$ cat src/rtl/uart_rx_param.sv
// Parametrised UART receiver: synchroniser, frame FSM and an output
// register with valid/ready handshake and framing/parity/overrun flags.
module uart_rx_param #(
   parameter int CLKS_PER_BIT = 868,
   parameter int DATA_BITS    = 8,
   parameter bit PARITY_EN    = 1'b0,
   parameter bit PARITY_ODD   = 1'b0,
   parameter int STOP_BITS    = 1
) (
   input  logic                 clk,
   input  logic                 rst,
   input  logic                 din,
   output logic [DATA_BITS-1:0] dout,
   output logic                 dout_valid,
   input  logic                 dout_ready,
   output logic                 frame_err,
   output logic                 parity_err,
   output logic                 overrun_err,
   output logic                 busy
);

   localparam int CW = $clog2(CLKS_PER_BIT);
   localparam int BW = $clog2(DATA_BITS);

   // ds fell one cycle before IDLE reacts, so the half-bit wait ends one early
   localparam logic [CW-1:0] HALF_END  = CW'(CLKS_PER_BIT / 2 - 2);
   localparam logic [CW-1:0] BIT_END   = CW'(CLKS_PER_BIT - 1);
   localparam logic [BW-1:0] LAST_DATA = BW'(DATA_BITS - 1);
   localparam logic [BW-1:0] LAST_STOP = BW'(STOP_BITS - 1);

   typedef enum logic [2:0] {
      S_IDLE,
      S_START,
      S_DATA,
      S_PARITY,
      S_STOP,
      S_WAIT_HIGH
   } state_t;

   state_t               state;
   logic                 meta;
   logic                 ds;
   logic [CW-1:0]        ccnt;
   logic [BW-1:0]        bcnt;
   logic [DATA_BITS-1:0] shreg;
   logic                 ferr;
   logic                 perr;
   logic                 done;

   // two-flop synchroniser, reset high so the line looks idle
   always_ff @(posedge clk or negedge rst) begin
      if (!rst) begin
         meta <= 1'b1;
         ds   <= 1'b1;
      end else begin
         meta <= din;
         ds   <= meta;
      end
   end

   // frame state machine: start check, data shift, parity, stop bits
   always_ff @(posedge clk or negedge rst) begin
      if (!rst) begin
         state <= S_IDLE;
         ccnt  <= '0;
         bcnt  <= '0;
         shreg <= '0;
         ferr  <= 1'b0;
         perr  <= 1'b0;
         done  <= 1'b0;
         busy  <= 1'b0;
      end else begin
         done <= 1'b0;
         unique case (state)
            S_IDLE: begin
               if (!ds) begin
                  state <= S_START;
                  ccnt  <= '0;
                  busy  <= 1'b1;
               end
            end
            S_START: begin
               if (ccnt == HALF_END) begin
                  ccnt <= '0;
                  bcnt <= '0;
                  if (ds) begin
                     state <= S_IDLE;
                     busy  <= 1'b0;
                  end else begin
                     state <= S_DATA;
                  end
               end else begin
                  ccnt <= ccnt + 1'b1;
               end
            end
            S_DATA: begin
               if (ccnt == BIT_END) begin
                  ccnt  <= '0;
                  shreg <= {ds, shreg[DATA_BITS-1:1]};
                  if (bcnt == LAST_DATA) begin
                     bcnt  <= '0;
                     ferr  <= 1'b0;
                     perr  <= 1'b0;
                     state <= PARITY_EN ? S_PARITY : S_STOP;
                  end else begin
                     bcnt <= bcnt + 1'b1;
                  end
               end else begin
                  ccnt <= ccnt + 1'b1;
               end
            end
            S_PARITY: begin
               if (ccnt == BIT_END) begin
                  ccnt  <= '0;
                  perr  <= ^shreg ^ ds ^ PARITY_ODD;
                  state <= S_STOP;
               end else begin
                  ccnt <= ccnt + 1'b1;
               end
            end
            S_STOP: begin
               if (ccnt == BIT_END) begin
                  ccnt <= '0;
                  ferr <= ferr | ~ds;
                  if (bcnt == LAST_STOP) begin
                     bcnt  <= '0;
                     done  <= 1'b1;
                     state <= ds ? S_IDLE : S_WAIT_HIGH;
                     busy  <= ~ds;
                  end else begin
                     bcnt <= bcnt + 1'b1;
                  end
               end else begin
                  ccnt <= ccnt + 1'b1;
               end
            end
            S_WAIT_HIGH: begin
               if (ds) begin
                  state <= S_IDLE;
                  busy  <= 1'b0;
               end
            end
            default: begin
               state <= S_IDLE;
               busy  <= 1'b0;
            end
         endcase
      end
   end

   // output word register: load, hold under backpressure, flag overruns
   always_ff @(posedge clk or negedge rst) begin
      if (!rst) begin
         dout        <= '0;
         dout_valid  <= 1'b0;
         frame_err   <= 1'b0;
         parity_err  <= 1'b0;
         overrun_err <= 1'b0;
      end else begin
         overrun_err <= 1'b0;
         if (done && (!dout_valid || dout_ready)) begin
            dout       <= shreg;
            frame_err  <= ferr;
            parity_err <= perr;
            dout_valid <= 1'b1;
         end else if (done) begin
            overrun_err <= 1'b1;
         end else if (dout_valid && dout_ready) begin
            dout_valid <= 1'b0;
         end
      end
   end

endmodule

$ cat config.mk
export PLATFORM = sky130hd
export DESIGN_NAME = uart_rx_param
export DESIGN_NICKNAME = d
export VERILOG_FILES = /design/src/rtl/uart_rx_param.sv
export SDC_FILE = /design/constraint.sdc
export NUM_CORES = 1
export LEC_CHECK = 0
export BUFFER_PORTS_ARGS = -buffer_cell sky130_fd_sc_hd__buf_2
export CORE_AREA = 2 2 66 68
export DETAILED_ROUTE_END_ITERATION = 12
export DIE_AREA = 0 0 68 70
export PLACE_DENSITY = 0.75
export SYNTH_ARGS = -nofsm -noshare
export SYNTH_HDL_FRONTEND = slang
export SYNTH_SLANG_ARGS = --single-unit
$ cat constraint.sdc
create_clock -name clk -period 5.4 [get_ports clk]
set_clock_uncertainty 0.1 [all_clocks]
set_input_delay 1.08 -clock clk [delete_from_list [all_inputs] [get_ports clk]]
set_output_delay 1.08 -clock clk [all_outputs]
set_load 0.01 [all_outputs]
==> metrics.txt, run 1 <==
outcome=complete, no violations; GPL Wtd Cong=0.8844; CTS tree=done; CP required=5470 ps; first-pass GRT wire length=6596 um; Ys Warns=0; number of flops mapped to enable cells by yosys=0; fin crit share=40.39%; GR peak layer=met2; Worst Hold Class=flip-flop to flip-flop; Clock Path Buffers=2; Chip Height=70 um; Seq/Total Area, Yosys=49.07%; Crit path max-delay family=compound AO/OA/AOI/OAI gates; peak supply drop=165.8 uV; Cell Rows=24; nets@finish=225; Setup crit start kind=flip-flop; Mapped Nets=209; Async S/R FF share, synth=100.0%; CP arrival=2250 ps; Crit-path slowest cell=dfrtp_1; Die Wd=68 um; synthesized cell area=2147 um^2; Rel. slew slack=40.33%; fmax=458.5 MHz; CTS root buf=clkbuf_8; drt via density=5.688; FF+latch count, synth=42; Total GRT Usage=17.99%; Critical Path Max Stage Delay=420 ps; drt first pass iters=4; Pwr Total=0.5710 mW; Mapped Cells=200; Port-buffer cells=16; routed vias=1530; Setup-failing EPs final=0; Inserted Clock Buffers=5; Pwr Density=241.5 nW/um^2; Least-Margin Pin Slew=895.1 ps; WS Path Type=flip-flop to flip-flop; hold buffer count at cts=0; fillers=376; share of cells above drive strength 1=22.12%; CTS sink count=42; remaining global-route overflow=0; die area=4760 um^2; Clock Latency Late Sink=290 ps; buffer count from post-CTS setup fixing=0; largest net degree at the start of global routing=43; M1 GR Usage=25.96%; fin worst setup slack=3219 ps; min cycle time layout=2181 ps; initial antenna violation count=0; pins over their slew limit=0; Resized cells post-CTS=0; Hold Fails Final Rpt=0; Core Box Area=4144 um^2; met2 usage=26.86%; Clock Pin Slew Worst Setup and Hold Paths=80 ps; Residual DRC=0; Hold Path Cell Cnt=0; Leak Pwr=1.108 nW; number of nets still failing antenna checks after routing=0; worst r2r path cells=6; worst hold margin=257.8 ps; CP bufs+invs=0; number of cells on the critical path=6; MaxCap Viol Count=0; vias in the first global route=1427; DPL Wire Length=2641 um; DP Area=2255 um^2; Place WS=3091 ps; crit-path cells=ha_1, nand4bb_1, o2bb2ai_1, nand3_1, o31ai_1, o41ai_1; initial drt markers=124; setup TNS=0 ps; Top FF cell, synth=dfrtp_1; routing usage on met3=4.348%; I/O Pins=17; Post-Route WL=3857 um; unrepaired setup endpoints after global routing=no; initial core utilization=51.81%; critical path capture point type=flip-flop; mean post-synth cell area=10.74 um^2; Layout area overhead=10.14%; H-tree depth=2; WL/cell=14.34 um; Worst Path Max Fanout=10; Synth cell types=52; antenna cells=0; Design Area, Final=2365 um^2
[layout by cell type (no fill, tap or decap), types with 2 or more instances in the layout]
cell / netlist / final
nor4_1: 2 / 2
nor3_1: 5 / 5
nor3b_1: 2 / 2
o21ai_1: 2 / 2
nand4_1: 4 / 4
dfstp_2: 2 / 2
inv_1: 12 / 12
o31ai_1: 3 / 3
nand2b_1: 5 / 5
a21oi_1: 9 / 9
a22o_1: 2 / 2
o22ai_1: 2 / 2
xnor2_1: 7 / 7
nor2_1: 7 / 7
nand2_1: 14 / 14
or3_1: 2 / 2
dfrtp_1: 40 / 40
and2_1: 2 / 2
ha_1: 5 / 5
o21ai_0: 10 / 10
a21o_1: 3 / 3
mux2_2: 18 / 18
mux2i_1: 4 / 4
nor2b_1: 3 / 3
buf_2: 2 / 16
clkbuf_8: 0 / 5
nand3_1: 5 / 5
[power by group]
| part | switching (mW) | internal (mW) |
|---|---|---|
| sequential | 0.00109 | 0.316 |
| clock | 0.107 | 0.138 |
| combinational | 0.00720 | 0.00221 |
| total | 0.115 | 0.456 |
[layer usage]
layer / wire length (um) / up-vias
li1: - / 755
met1: 1883 / 738
met2: 1763 / 31
met3: 159 / 6
met4: 51 / 0
met5: 0 / -
[worst paths after layout]
path	slack, ps	endpoint	startpoint
min in group asynchronous	810	state[2]	rst
max in group asynchronous	3820	ccnt[3]	rst
worst min-delay path	260	ds	meta
worst max-delay path	3220	perr	ccnt[0]
worst min register to register	260	ds	meta
worst max register to register	3220	perr	ccnt[0]
[flip-flops by register name, indices dropped and copies added, names as in the netlist, 3 cells and up]
register,flops
ccnt,10
state,3
bcnt,3
shreg,8
dout,8
[kinds of logic (layout without fill, tap and decap cells)]
logic type	count (synthesis)	after routing	synth area share (%)
fa+ha+maj	5	5	2.914
buf+inv	19	36	3.846
compound gates	43	43	13.05
mux	22	22	11.31
flops	42	42	49.07
simple gates	61	61	16.55
xor+xnor	8	8	3.264
[synth_stat cells (2+ instances only)]
cell / n / share of area (%)
buf_2: 2 / 0.47
nand2b_1: 5 / 1.5
and2_1: 2 / 0.58
nand3_1: 5 / 1.2
inv_1: 12 / 2.1
or3_1: 2 / 0.58
dfstp_2: 2 / 2.4
dfrtp_1: 40 / 47
o22ai_1: 2 / 0.58
nor3_1: 5 / 1.2
clkbuf_1: 3 / 0.52
nor4_1: 2 / 0.58
o31ai_1: 3 / 1.0
nand2_1: 14 / 2.4
a21oi_1: 9 / 2.1
nor3b_1: 2 / 0.70
nor2_1: 7 / 1.2
o21ai_1: 2 / 0.47
mux2i_1: 4 / 1.9
ha_1: 5 / 2.9
o21ai_0: 10 / 2.3
nand4_1: 4 / 1.2
a22o_1: 2 / 0.82
mux2_2: 18 / 9.4
a21o_1: 3 / 1.0
xnor2_1: 7 / 2.9
nor2b_1: 3 / 0.87
[area by class of cell]
cell class	instances	area, um^2	area share, %
well taps	52	65.06	2.751
repair buffers	16	80.08	3.386
clock inverters	2	37.54	1.587
flip-flops and latches	42	1054	44.55
clock buffers	6	72.57	3.069
inverters	12	45.04	1.905
multi-input cells	139	1011	42.75
[metrics by stage]
step	instances	util, %
floorplan	200	-
global placement	261	54.41
detailed placement	261	54.41
CTS	269	57.07
global route	269	57.07
finish	269	57.07
No activity file was read; power rests on OpenSTA's default activity.
==> run 2: changes to the inputs <==
==> config.mk (replaced) <==
export PLATFORM = sky130hd
export DESIGN_NAME = uart_rx_param
export DESIGN_NICKNAME = d
export VERILOG_FILES = /design/src/rtl/uart_rx_param.sv
export SDC_FILE = /design/constraint.sdc
export NUM_CORES = 1
export LEC_CHECK = 0
export ABC_AREA = 1
export BUFFER_PORTS_ARGS = -buffer_cell sky130_fd_sc_hd__buf_2
export CORE_AREA = 2 2 69 71
export DETAILED_ROUTE_END_ITERATION = 12
export DIE_AREA = 0 0 71 73
export PLACE_DENSITY = 0.77
export SYNTH_ARGS = -nofsm -noshare
export SYNTH_HDL_FRONTEND = slang
export SYNTH_SLANG_ARGS = --single-unit
==> constraint.sdc (replaced) <==
create_clock -name clk -period 1.8 [get_ports clk]
set_clock_uncertainty 0.1 [all_clocks]
set_input_delay 0.36 -clock clk [delete_from_list [all_inputs] [get_ports clk]]
set_output_delay 0.36 -clock clk [all_outputs]
set_load 0.01 [all_outputs]
==> run 2 against run 1 <==
Against the previous run: synthesized cell count is 49% higher; final cell count is 40% higher; fmax is 30% higher; flip-flop and latch count stayed put; core utilization is 1.1 points higher.
==> metrics.txt, run 2 <==
Design Area, Final=2638 um^2 (was 2365 um^2); CTS tree=done (unchanged); setup TNS=0 ps (unchanged); Crit-path slowest cell=dfrtp_1 (unchanged); fmax=595.0 MHz (was 458.5 MHz); mean post-synth cell area=7.868 um^2 (was 10.74 um^2); nets@finish=332 (was 225); Rel. slew slack=71.91% (was 40.33%); Largest register FFs=10 (unchanged); biggest area consumer among synthesized cells=dfrtp_1 (unchanged); Place WS=74.83 ps (was 3091 ps); initial antenna violation count=0 (unchanged); Chip Height=73 um (was 70 um); most frequent cells in the layout=nand2_1, dfrtp_1, inv_1 (was dfrtp_1, mux2_2, buf_2); Clock Path Buffers=2 (unchanged); peak supply drop=323.6 uV (was 165.8 uV); Worst Path Max Fanout=16 (was 10); Pwr Total=1.730 mW (was 0.5710 mW); first-pass GRT wire length=7714 um (was 6596 um); worst hold margin=58.92 ps (was 257.8 ps); fin crit share=93.37% (was 40.39%); Pwr Density=655.8 nW/um^2 (was 241.5 nW/um^2); worst setup path start=ccnt[0] (unchanged); Clock Pin Slew Worst Setup and Hold Paths=70 ps (was 80 ps); fin worst setup slack=119.4 ps (was 3219 ps); CP arrival=1760 ps (was 2250 ps); Synth cell types=29 (was 52); Post-synth top cells=nand2_1, dfrtp_1, inv_1 (was dfrtp_1, mux2_2, nand2_1); remaining global-route overflow=0 (unchanged); top flop regs=ccnt x10, dout x8, shreg x8 (unchanged); number of cells on the critical path=9 (was 6); Mapped Nets=307 (was 209); FF+latch count, synth=42 (unchanged); Worst Hold Class=input port to flip-flop (was flip-flop to flip-flop); antenna cells=0 (unchanged); area share of the largest cell type after synthesis=42.69% (was 46.62%); Least-Margin Pin Slew=421.3 ps (was 895.1 ps); DPL Wire Length=3331 um (was 2641 um); unrepaired setup endpoints after global routing=no (unchanged); drt first pass iters=4 (unchanged); Async S/R FF share, synth=100.0% (unchanged); fillers=391 (was 376); H-tree depth=2 (unchanged); number of nets still failing antenna checks after routing=0 (unchanged); Total GRT Usage=18.44% (was 17.99%); most common cell after layout, fill and taps aside=nand2_1 (was dfrtp_1); outcome=complete, no violations (unchanged); Inserted Clock Buffers=5 (unchanged); Leak Pwr=1.411 nW (was 1.108 nW); worst flop-to-flop path startpoint=ccnt[0] (unchanged); GPL Wtd Cong=0.8476 (was 0.8844); Critical Path Max Stage Delay=380 ps (was 420 ps); synthesized cell area=2345 um^2 (was 2147 um^2); Hold Fails Final Rpt=0 (unchanged); die area=5183 um^2 (was 4760 um^2); initial core utilization=51.70% (was 51.81%); Die Wd=71 um (was 68 um); R2R Path End=shreg[2] (was perr); Layout area overhead=12.49% (was 10.14%); WL/cell=11.25 um (was 14.34 um); Cell Rows=25 (was 24); r2r setup slk=120 ps (was 3220 ps); largest net degree at the start of global routing=26 (was 43); worst r2r path cells=9 (was 6); CTS sink count=42 (unchanged); I/O Pins=17 (unchanged); pins over their slew limit=0 (unchanged); Port-buffer cells=16 (unchanged); Top FF cell, synth=dfrtp_1 (unchanged); MaxCap Viol Count=0 (unchanged); Clock Latency Late Sink=300 ps (was 290 ps); Crit path max-delay family=simple AND/OR/NAND/NOR gates (was compound AO/OA/AOI/OAI gates); CP bufs+invs=3 (was 0); Post-Route WL=4242 um (was 3857 um); crit-path cells=ha_1, inv_1, nor2_2, nand4_4, inv_2, nand2_4, buf_4, nand2_1, o21ai_2 (was ha_1, nand4bb_1, o2bb2ai_1, nand3_1, o31ai_1, o41ai_1); most flop-heavy register=ccnt (unchanged); Setup crit start kind=flip-flop (unchanged); routed vias=1926 (was 1530); critical path capture point type=flip-flop (unchanged); DP Area=2512 um^2 (was 2255 um^2); drt via density=5.109 (was 5.688); Residual DRC=0 (unchanged); largest cells by area after synthesis=dfrtp_1, nand2_1, inv_1 (was dfrtp_1, mux2_2, ha_1); min cycle time layout=1681 ps (was 2181 ps); initial drt markers=134 (was 124); share of cells above drive strength 1=20.74% (was 22.12%); CP required=1880 ps (was 5470 ps); Setup crit end=shreg[2] (was perr); WS Path Type=flip-flop to flip-flop (unchanged); vias in the first global route=1833 (was 1427); Seq/Total Area, Yosys=44.93% (was 49.07%); Mapped Cells=298 (was 200); Core Box Area=4536 um^2 (was 4144 um^2); number of flops mapped to enable cells by yosys=0 (unchanged); most frequent cell after synthesis=nand2_1 (was dfrtp_1); CTS root buf=clkbuf_8 (unchanged); Setup-failing EPs final=0 (unchanged); Ys Warns=0 (unchanged)
-- run 2: power by group --
part           total, mW  leakage (nW)  switching, mW  internal (mW)
registers          0.949         0.560        0.00221          0.947
logic             0.0315         0.794         0.0218        0.00974
clock network      0.749        0.0573          0.305          0.443
-- run 2: worst min path at each step --
| stage | start | endpoint | slack, ps | depth (start not counted) |
|---|---|---|---|---|
| final | din | meta | 60 | 1 |
| after global routing | din | meta | 50 | 1 |
| after floorplan | rst | bcnt[0] | -40 | 0 |
| after global placement | rst | shreg[3] | 230 | 1 |
| after CTS | din | meta | 60 | 1 |
| after detailed placement | rst | bcnt[1] | 220 | 1 |
-- run 2: area by class of cell --
class	count	area (um^2)	area share, %
Clock buffer	6	82.58	3.131
Clock inverter	1	30.03	1.139
Timing Repair Buffer	20	125.1	4.744
Sequential cell	42	1054	39.94
Inverter	44	170.2	6.452
Tap cell	54	67.56	2.562
Multi-Input combinational cell	210	1109	42.03
-- run 2: metal layers --
layer | vias to the layer above | part of all wire [%] | track usage (%)
met4 | 0 | 2.0 | 7.757
met5 | - | 0 | 0
met1 | 884 | 50 | 25.46
met3 | 9 | 4.1 | 3.315
li1 | 986 | - | -
met2 | 47 | 44 | 28.76
-- run 2: cells by family (layout without fill, tap and decap cells) --
logic type / Yosys count / after routing / synth area share [%]
AO/OA/AOI/OAI: 34 / 34 / 9.125
AND/OR/NAND/NOR: 166 / 166 / 33.40
multiplexers: 1 / 1 / 0.4802
adder cells (fa/ha/maj): 5 / 5 / 2.668
XOR/XNOR: 4 / 4 / 1.494
buffers and inverters: 46 / 71 / 7.897
flip-flops: 42 / 42 / 44.93
-- run 2: timing repair --
action | in CTS | in global routing
setup buffers | 0 | 0
gates resized for setup | 0 | 1
hold endpoints to repair | 15 | 0
hold buffers | 1 | 0
endpoints found under the setup margin | 0 | 12
-- run 2: metrics by stage --
step / cells / utilization (%)
final: 377 / 58.15
after global routing: 377 / 58.15
after CTS: 377 / 58.10
after detailed placement: 369 / 55.39
after global placement: 369 / 55.39
after floorplan: 298 / -
==> run 3: changes to the inputs <==
--- a/config.mk
+++ b/config.mk
@@ -11,6 +11,7 @@
 export DETAILED_ROUTE_END_ITERATION = 12
 export DIE_AREA = 0 0 71 73
 export PLACE_DENSITY = 0.77
+export REMOVE_ABC_BUFFERS = 1
 export SYNTH_ARGS = -nofsm -noshare
 export SYNTH_HDL_FRONTEND = slang
 export SYNTH_SLANG_ARGS = --single-unit
==> run 3 against run 2 <==
Against the previous run: final cell count grew 0.53%; cell area is essentially flat; critical endpoint is now bcnt[0]; critical path depth grew 1; non-clock buffer count grew 1; worst setup slack gained 8.0 ps; clock-buffer cell count grew 1.
==> metrics.txt, run 3 (synthesis results as in run 2) <==
most common cell after layout, fill and taps aside=nand2_1 (unchanged); min cycle time layout=1673 ps (was 1681 ps); Core Box Area=4536 um^2 (unchanged); Cell Rows=25 (unchanged); Clock Path Buffers=2 (unchanged); die area=5183 um^2 (unchanged); Hold Fails Final Rpt=0 (unchanged); nets@finish=333 (was 332); pins over their slew limit=0 (unchanged); I/O Pins=17 (unchanged); MaxCap Viol Count=0 (unchanged); Clock Latency Late Sink=300 ps (about the same); Worst Hold Class=input port to flip-flop (unchanged); Least-Margin Pin Slew=432.8 ps (was 421.3 ps); worst flop-to-flop path startpoint=ccnt[1] (was ccnt[0]); H-tree depth=2 (unchanged); first-pass GRT wire length=8004 um (was 7714 um); initial core utilization=51.70% (unchanged); DP Area=2525 um^2 (was 2512 um^2); r2r setup slk=130 ps (was 120 ps); WHS Endpoint=meta (unchanged); sw power=0.3383 mW (was 0.3293 mW); Internal Power=1.266 mW (was 1.400 mW); CTS root buf=clkbuf_8 (unchanged); Clock Pin Slew Worst Setup and Hold Paths=70 ps (about the same); fillers=400 (was 391); initial drt markers=105 (was 134); Worst Path Max Fanout=7 (was 16); DPL Wire Length=3378 um (was 3331 um); Layout area overhead=12.54% (was 12.49%); Hold Path Cell Cnt=1 (unchanged); CTS tree=done (unchanged); Residual DRC=0 (unchanged); GPL Wtd Cong=0.9622 (was 0.8476); outcome=complete, no violations (unchanged); WL/cell=11.83 um (was 11.25 um); worst r2r path cells=10 (was 9); Largest register FFs=10 (unchanged); share of cells above drive strength 1=20.92% (was 20.74%); Pwr Density=608.0 nW/um^2 (was 655.8 nW/um^2); critical path capture point type=flip-flop (unchanged); Post-Route WL=4484 um (was 4242 um); R2R Path End=bcnt[0] (was shreg[2]); Setup crit start kind=flip-flop (unchanged); WS Path Type=flip-flop to flip-flop (unchanged); top flop regs=ccnt x10, dout x8, shreg x8 (unchanged); largest net degree at the start of global routing=25 (was 26); most flop-heavy register=ccnt (unchanged); Inserted Clock Buffers=5 (unchanged); initial antenna violation count=0 (unchanged); sequential power share=59.2% (was 54.9%); number of nets still failing antenna checks after routing=0 (unchanged); Chip Height=73 um (unchanged); CP arrival=1760 ps (about the same); Total GRT Usage=19.58% (was 18.44%); Port-buffer cells=16 (unchanged); CP required=1880 ps (about the same); Design Area, Final=2639 um^2 (was 2638 um^2); Clk pwr share=38.8% (was 43.3%); routed vias=1917 (was 1926); Comb pwr share=2.0% (was 1.8%); Leak Pwr=1.412 nW (was 1.411 nW); Rel. slew slack=71.14% (was 71.91%); CTS sink count=42 (unchanged); fmax=597.9 MHz (was 595.0 MHz); Die Wd=71 um (unchanged); worst hold margin=62.82 ps (was 58.92 ps); Switching Fraction=21.09% (was 19.04%); fin crit share=92.92% (was 93.37%); drt via density=5.058 (was 5.109); vias in the first global route=1822 (was 1833); Setup-failing EPs final=0 (unchanged); hold path start=din (unchanged); remaining global-route overflow=0 (unchanged); antenna cells=0 (unchanged); drt first pass iters=4 (unchanged); most frequent cells in the layout=nand2_1, dfrtp_1, inv_1 (unchanged); peak supply drop=545.5 uV (was 323.6 uV)
[run 3: area by class of cell]
| cell class | instances | area, um^2 | area share, % |
|---|---|---|---|
| Timing Repair Buffer | 21 | 145.1 | 5.500 |
| Tap cell | 54 | 67.56 | 2.560 |
| Clock buffer | 7 | 86.33 | 3.272 |
| Clock inverter | 1 | 5.005 | 0.1897 |
| Multi-Input combinational cell | 210 | 1109 | 42.01 |
| Inverter | 44 | 172.7 | 6.543 |
| Sequential cell | 42 | 1054 | 39.92 |
[run 3: worst max-delay path, stage by stage, from the launching register on]
cell	delay, ps
dfrtp_1	390
ha_1	180
inv_1	90
nor2_2	130
nand4_4	170
nand2_1	130
nand2_2	110
inv_2	90
nand2_2	60
nand2_1	60
nand2_1	50
[run 3: stage by stage]
stage	TNS [ps]	util, %	setup WS, ps	std cells	power [mW]
final	0	58.18	127.4	379	1.604
after global routing	-25.90	58.18	-16.55	379	1.658
after CTS	0	57.90	26.71	378	1.620
after detailed placement	0	55.67	44.47	369	0.9998
after global placement	0	55.67	112.9	369	0.9995
after floorplan	0	-	191.6	296	0.9714
[run 3: routing by layer]
layer,part of all wire (%),vias to the layer above,GRT usage (%),wire [um]
li1,-,994,-,-
met1,48,870,24.93,2141
met2,46,44,32.61,2076
met3,4.1,9,4.558,183
met4,1.8,0,7.547,82
met5,0,-,0,0
[run 3: how the worst max path moves through the flow]
| stage | from | endpoint | cells past startpoint |
|---|---|---|---|
| 6_report | ccnt[1] | bcnt[0] | 10 |
| 5_1_grt | ccnt[1] | state[0] | 8 |
| 4_1_cts | ccnt[1] | bcnt[0] | 10 |
| 3_5_place_dp | ccnt[1] | bcnt[0] | 10 |
| 3_3_place_gp | ccnt[1] | bcnt[2] | 10 |
| 2_1_floorplan | ccnt[0] | bcnt[0] | 10 |
[run 3: timing repair]
item,CTS,global route
hold buffers,1,0
setup buffers,0,1
endpoints found under the hold margin,16,0
resized for setup,0,2
endpoints found under the setup margin,0,21
[run 3: power by group through the flow]
stage / logic (mW) / registers (mW) / clock network, mW
global route: 0.0376 / 0.950 / 0.671
floorplan: 0.00422 / 0.967 / 0
finish: 0.0318 / 0.949 / 0.623
CTS: 0.0337 / 0.949 / 0.637
detailed placement: 0.0320 / 0.968 / 0
global placement: 0.0318 / 0.968 / 0
